<file path="config.mk">
export PLATFORM = sky130hd
export DESIGN_NAME = switch_debounce_flat
export DESIGN_NICKNAME = d
export VERILOG_FILES = /design/src/rtl/switch_debounce_pkg.sv /design/src/rtl/switch_debounce_if.sv /design/src/rtl/switch_debounce_bit.sv /design/src/rtl/switch_debounce.sv /design/src/flat_wrapper.sv
export SDC_FILE = /design/constraint.sdc
export NUM_CORES = 1
export LEC_CHECK = 0
export CAP_MARGIN = 15
export CORE_MARGIN = 3
export CORE_UTILIZATION = 29
export CTS_BUF_LIST = sky130_fd_sc_hd__clkbuf_4 sky130_fd_sc_hd__clkbuf_8
export DETAILED_ROUTE_END_ITERATION = 6
export GPL_TIMING_DRIVEN = 0
export MAX_ROUTING_LAYER = met4
export PLACE_DENSITY = 0.49
export RECOVER_POWER = 25
export SLEW_MARGIN = 20
export SYNTH_ARGS = -nofsm -noshare
export SYNTH_HDL_FRONTEND = slang
export SYNTH_SLANG_ARGS = --single-unit
</file>
<file path="constraint.sdc">
create_clock -name switclk -period 1.8 [get_ports switclk]
set_input_delay 0.27 -clock switclk [delete_from_list [all_inputs] [get_ports switclk]]
set_output_delay 0.27 -clock switclk [all_outputs]
set_load 0.05 [all_outputs]
</file>
<file path="src/rtl/switch_debounce_pkg.sv">
// switch_pkg: shared switch-path defaults for the debouncer and the switch read port
package switch_pkg;
  localparam int SW_WIDTH    = 24;
  localparam int SW_TICK_DIV = 23000;
  localparam int SW_STABLE_N = 4;
  typedef logic [SW_WIDTH-1:0] sw_word_t;
endpackage

</file>
<file path="src/rtl/switch_debounce_if.sv">
// switch_debounce_if: raw switch pins in, debounced levels and strobes out
interface switch_debounce_if import switch_pkg::*; #(
  parameter int WIDTH = SW_WIDTH
);
  logic [WIDTH-1:0] switch_raw;
  logic [WIDTH-1:0] switch_o;
  logic             switch_chg;
  logic             sample_tick;
  modport master (output switch_raw, input switch_o, switch_chg, sample_tick);
  modport slave  (input switch_raw, output switch_o, switch_chg, sample_tick);
endinterface

</file>
<file path="src/rtl/switch_debounce_bit.sv">
// switch_debounce_bit: one switch line -- 2-flop synchronizer, sample history, debounced output
module switch_debounce_bit import switch_pkg::*; #(
  parameter int STABLE_N = SW_STABLE_N
) (
  input  logic switclk,
  input  logic switrst,
  input  logic sample_tick,
  input  logic raw,
  output logic sw,
  output logic flip
);
  logic                sync1;
  logic                sync2;
  logic [STABLE_N-2:0] hist;
  // the current sample is the STABLE_N-th match when all held samples agree with it
  assign flip = sample_tick && hist == {(STABLE_N-1){sync2}} && sw != sync2;
  // bring the asynchronous pin into the clock domain
  always_ff @(posedge switclk) begin
    sync1 <= switrst ? 1'b0 : raw;
    sync2 <= switrst ? 1'b0 : sync1;
  end
  // shift in one sample per tick; accept the new level once it has been stable long enough
  always_ff @(posedge switclk) begin
    if (switrst) begin
      hist <= '0;
      sw   <= 1'b0;
    end else if (sample_tick) begin
      hist <= (STABLE_N-1)'({hist, sync2});
      sw   <= sw ^ flip;
    end
  end
endmodule

</file>
<file path="src/rtl/switch_debounce.sv">
// switch_debounce: shared sample prescaler, per-bit debouncers and any-change pulse
module switch_debounce import switch_pkg::*; #(
  parameter int WIDTH    = SW_WIDTH,
  parameter int TICK_DIV = SW_TICK_DIV,
  parameter int STABLE_N = SW_STABLE_N
) (
  input logic               switclk,
  input logic               switrst,
  switch_debounce_if.slave  bus
);
  localparam int CW = $clog2(TICK_DIV);
  logic [CW-1:0]    cnt;
  logic             tick;
  logic [WIDTH-1:0] sw_q;
  logic [WIDTH-1:0] flip;
  assign tick            = !switrst && cnt == CW'(TICK_DIV-1);
  assign bus.sample_tick = tick;
  assign bus.switch_o    = sw_q;
  // free-running prescaler, wraps straight from TICK_DIV-1 back to 0
  always_ff @(posedge switclk) begin
    cnt <= switrst || tick ? '0 : cnt + 1'b1;
  end
  // one pulse for any number of bits flipping on the same tick
  always_ff @(posedge switclk) begin
    bus.switch_chg <= !switrst && |flip;
  end
  for (genvar i = 0; i < WIDTH; i++) begin : g_bit
    switch_debounce_bit #(.STABLE_N(STABLE_N)) u_bit (
      .switclk     (switclk),
      .switrst     (switrst),
      .sample_tick (tick),
      .raw         (bus.switch_raw[i]),
      .sw          (sw_q[i]),
      .flip        (flip[i])
    );
  end
endmodule

</file>
<file path="src/flat_wrapper.sv">
// flat-port wrapper written by rule: the top's interface ports become plain ports
module switch_debounce_flat import switch_pkg::*;
#(
  parameter int WIDTH    = SW_WIDTH,
  parameter int TICK_DIV = SW_TICK_DIV,
  parameter int STABLE_N = SW_STABLE_N
)
  (switclk, switrst, bus_switch_raw, bus_switch_o, bus_switch_chg, bus_sample_tick);
  switch_debounce_if #(.WIDTH(WIDTH)) bus_i ();
  input logic switclk;
  input logic switrst;
  input wire logic [$bits(bus_i.switch_raw)-1:0] bus_switch_raw;
  output wire logic [$bits(bus_i.switch_o)-1:0] bus_switch_o;
  output wire logic [$bits(bus_i.switch_chg)-1:0] bus_switch_chg;
  output wire logic [$bits(bus_i.sample_tick)-1:0] bus_sample_tick;
  assign bus_i.switch_raw = bus_switch_raw;
  assign bus_switch_o = bus_i.switch_o;
  assign bus_switch_chg = bus_i.switch_chg;
  assign bus_sample_tick = bus_i.sample_tick;
  switch_debounce #(.WIDTH(WIDTH), .TICK_DIV(TICK_DIV), .STABLE_N(STABLE_N)) u_core (.switclk(switclk), .switrst(switrst), .bus(bus_i));
endmodule
</file>
==> run summary <==
Die area: 24230 um2
Initial antenna violation count: 0
Unique masters post-synth: 32
Register area share after synthesis: 49.31%
# diodes: 0
Global-route wire length before repair: 26940 um
PwrDens: 824.3 nW/um2
Crit. End Element: output pin
Fin area: 7890 um2
DPL Wire Length: 11560 um
Syn. warnings: 0
Post-route clock period utilization: 110.7%
Max Clock Skew: 0.01056 ns
DRT iter0 DRCs: 387
CTS Root Cell: clkbuf_8
Core ar.: 21890 um2
Largest net degree at the start of global routing: 17
Bufs on Longest Clock Path: 2
Skew-Pair Late Insertion Delay: 0.45 ns
Status: complete, but fails checks
Die height: 155.7 um
CTS tree: built
Number of buffers created by CTS: 17
Failing checks: setup timing
Total number of vias: 5386
Total grt overflow: 0
Ratio of cells with drive above 1 in the final layout: 15.47%
RSZ-0062 raised after global routing: true
Vias in the first global route: 4872
Placer Congestion: 0.7919
Fin worst setup slack: -0.1928 ns
Drt total wl: 17060 um
Final setup fails: 76
Die Span X: 155.7 um
Worst VDD drop: 0.5204 mV
Cells after Synth: 766
WP data required: 1.53 ns
Remaining DRCs: 0
Synthesized flop and latch total: 160
Hold violation total from the final report: 0
Worst min path class: in2reg
Ports: 52
Highest clock rate: 501.8 MHz
# rows: 54
Hold buffers post-CTS: 0
Antenna viol nets, final: 0
Total chip power: 6.504 mW
Leakage: 2.705 nW
Worst Max-Slew Pin Slew: 0.6825 ns
Post-route minimum period: 1.993 ns
Netlist Area Pre-Place: 6496 um2
Clock slew at reported path FFs: 0.09 ns
Max FO, Critical Path: 4
Port bufs: 51
Initial DRT Pass Iterations: 4
Area after DPL: 7360 um2
Routed len/inst: 14.97 um
Worst EP arrival: 1.72 ns
Max_slew headroom: 54.50%
Post-Syn Nets: 793
Critical path class: reg2out
Total Nets Final: 874
Clk sinks: 160
H-tree depth: 4
GRT Overall Usage: 14.63%
Worst setup SP type: flip-flop
Maxcap violations: 0
Vias per cell: 4.725
Synth Area per Inst: 8.481 um2
Initial Utilization: 29.68%
Max Slew Vio Count: 0
Area grow syn2layout: 21.46%
## cell type report
class,count,area [um2]
Clock buffer,22,284.0
Tap cell,280,350.3
Sequential cell,160,3208
Fill cell,2323,14000
Inverter,2,7.507
Clock inverter,10,111.4
Buffer,62,452.9
Timing Repair Buffer,62,554.3
Multi-Input combinational cell,542,2922
## per-stage QoR
stage / hold WS [ns] / setup TNS (ns) / std cells / utilization, % / worst slack (ns)
after CTS: 0.3316 / -5.073 / 1134 / 36.00 / -0.2570
after floorplan: 0.3982 / 0 / 766 / - / 0.1258
after detailed placement: 0.4231 / -36.31 / 1097 / 33.62 / -0.6829
final: 0.3626 / -4.341 / 1140 / 36.04 / -0.1928
after global routing: 0.3246 / -10.28 / 1140 / 36.04 / -0.2914
after global placement: 0.4152 / -36.50 / 1097 / 33.62 / -0.6856
## layout by cell type (no fill, tap or decap), drive strengths merged
cell	netlist	layout
and4	2	2
clkinvlp	0	3
xor2	6	6
nand2	180	180
a21oi	97	97
xnor2	6	6
o31a	1	1
nand3	17	17
clkbuf	17	57
dfxtp	160	160
nand4	6	6
clkinv	0	5
clkdlybuf4s15	0	10
or3	13	13
nor4	24	24
ha	1	1
a41o	6	6
nand2b	13	13
clkdlybuf4s50	0	25
bufinv	0	2
dlygate4sd2	0	1
and4bb	1	1
nor3b	24	24
or4	6	6
nor2b	48	48
buf	45	53
inv	2	2
nor2	31	31
o41ai	6	6
and3	2	2
a41oi	6	6
o21ai	25	25
nor3	21	21
## where the power goes
part	internal, mW	switching (mW)
sequential	3.59	0.0354
combinational	0.103	0.101
clock	1.34	1.33
## critical path, cell delays in order (launching register included)
cell,delay [ns]
dfxtp_4,0.37
ha_4,0.15
and4_4,0.25
nand4_1,0.16
nor2_4,0.17
buf_8,0.16
## cells in the mapped netlist
cell | n | share of area, %
o21ai_0 | 25 | 1.9
nor4_1 | 24 | 2.3
nor2b_1 | 48 | 4.6
buf_2 | 10 | 0.77
and4_2 | 1 | 0.15
nand4_4 | 1 | 0.33
a41o_1 | 6 | 0.92
a41oi_1 | 6 | 0.81
nor3_2 | 1 | 0.15
or3_1 | 13 | 1.3
clkbuf_1 | 17 | 0.98
a21oi_1 | 97 | 7.5
nor3b_1 | 24 | 2.8
ha_1 | 1 | 0.19
nand2b_1 | 13 | 1.3
and3_1 | 2 | 0.19
buf_6 | 9 | 1.6
nand4_1 | 5 | 0.48
o41ai_2 | 6 | 1.5
nand3_1 | 17 | 1.3
nand2_1 | 180 | 10
buf_4 | 26 | 3.0
or4_1 | 6 | 0.69
nor3_1 | 20 | 1.5
and4bb_4 | 1 | 0.25
and4_4 | 1 | 0.17
o31a_1 | 1 | 0.13
dfxtp_1 | 160 | 49
inv_1 | 2 | 0.12
xnor2_1 | 6 | 0.81
nor2_1 | 31 | 1.8
xor2_1 | 6 | 0.81
## layer usage
metal | up-vias | global-route usage, % | part of all wire, %
met1 | 2510 | 20.00 | 50
met2 | 100 | 21.96 | 45
met4 | 0 | 3.501 | 0.88
met5 | - | - | 0
met3 | 13 | 3.467 | 3.6
li1 | 2763 | - | -
## what timing repair did
action                                 4_1_cts  5_1_grt
buffers inserted                             5        5
cloned                                       0        1
pin swaps                                    2        2
endpoints found under the hold margin        0        0
setup endpoints to repair                  122      124
resized for setup                           83       30
## path summary, 6_finish.rpt
kind	startpoint	depth (start not counted)	end	slack, ns
worst min register to register	u_core.g_bit[8].u_bit.sync1	1	u_core.g_bit[8].u_bit.sync2	0.43
worst max register to register	u_core.cnt[0]	8	flip-flop	-0.17
worst min-delay path	bus_switch_raw[11]	2	u_core.g_bit[11].u_bit.sync1	0.36
worst max-delay path	u_core.cnt[0]	5	bus_sample_tick	-0.19
## kinds of logic (layout without fill, tap and decap cells)
group                      count (synthesis)  after routing  synth area share (%)
and+or+nand+nor                          388            388                 29.68
DFF                                      160            160                 49.31
adders and majority gates                  1              1                0.1926
AOI/OAI and AO/OA                        141            141                 12.77
buffers and inverters                     64            158                 6.433
xor gates and xnor gates                  12             12                 1.618
Note: power is estimated with default switching activity, not from simulation.
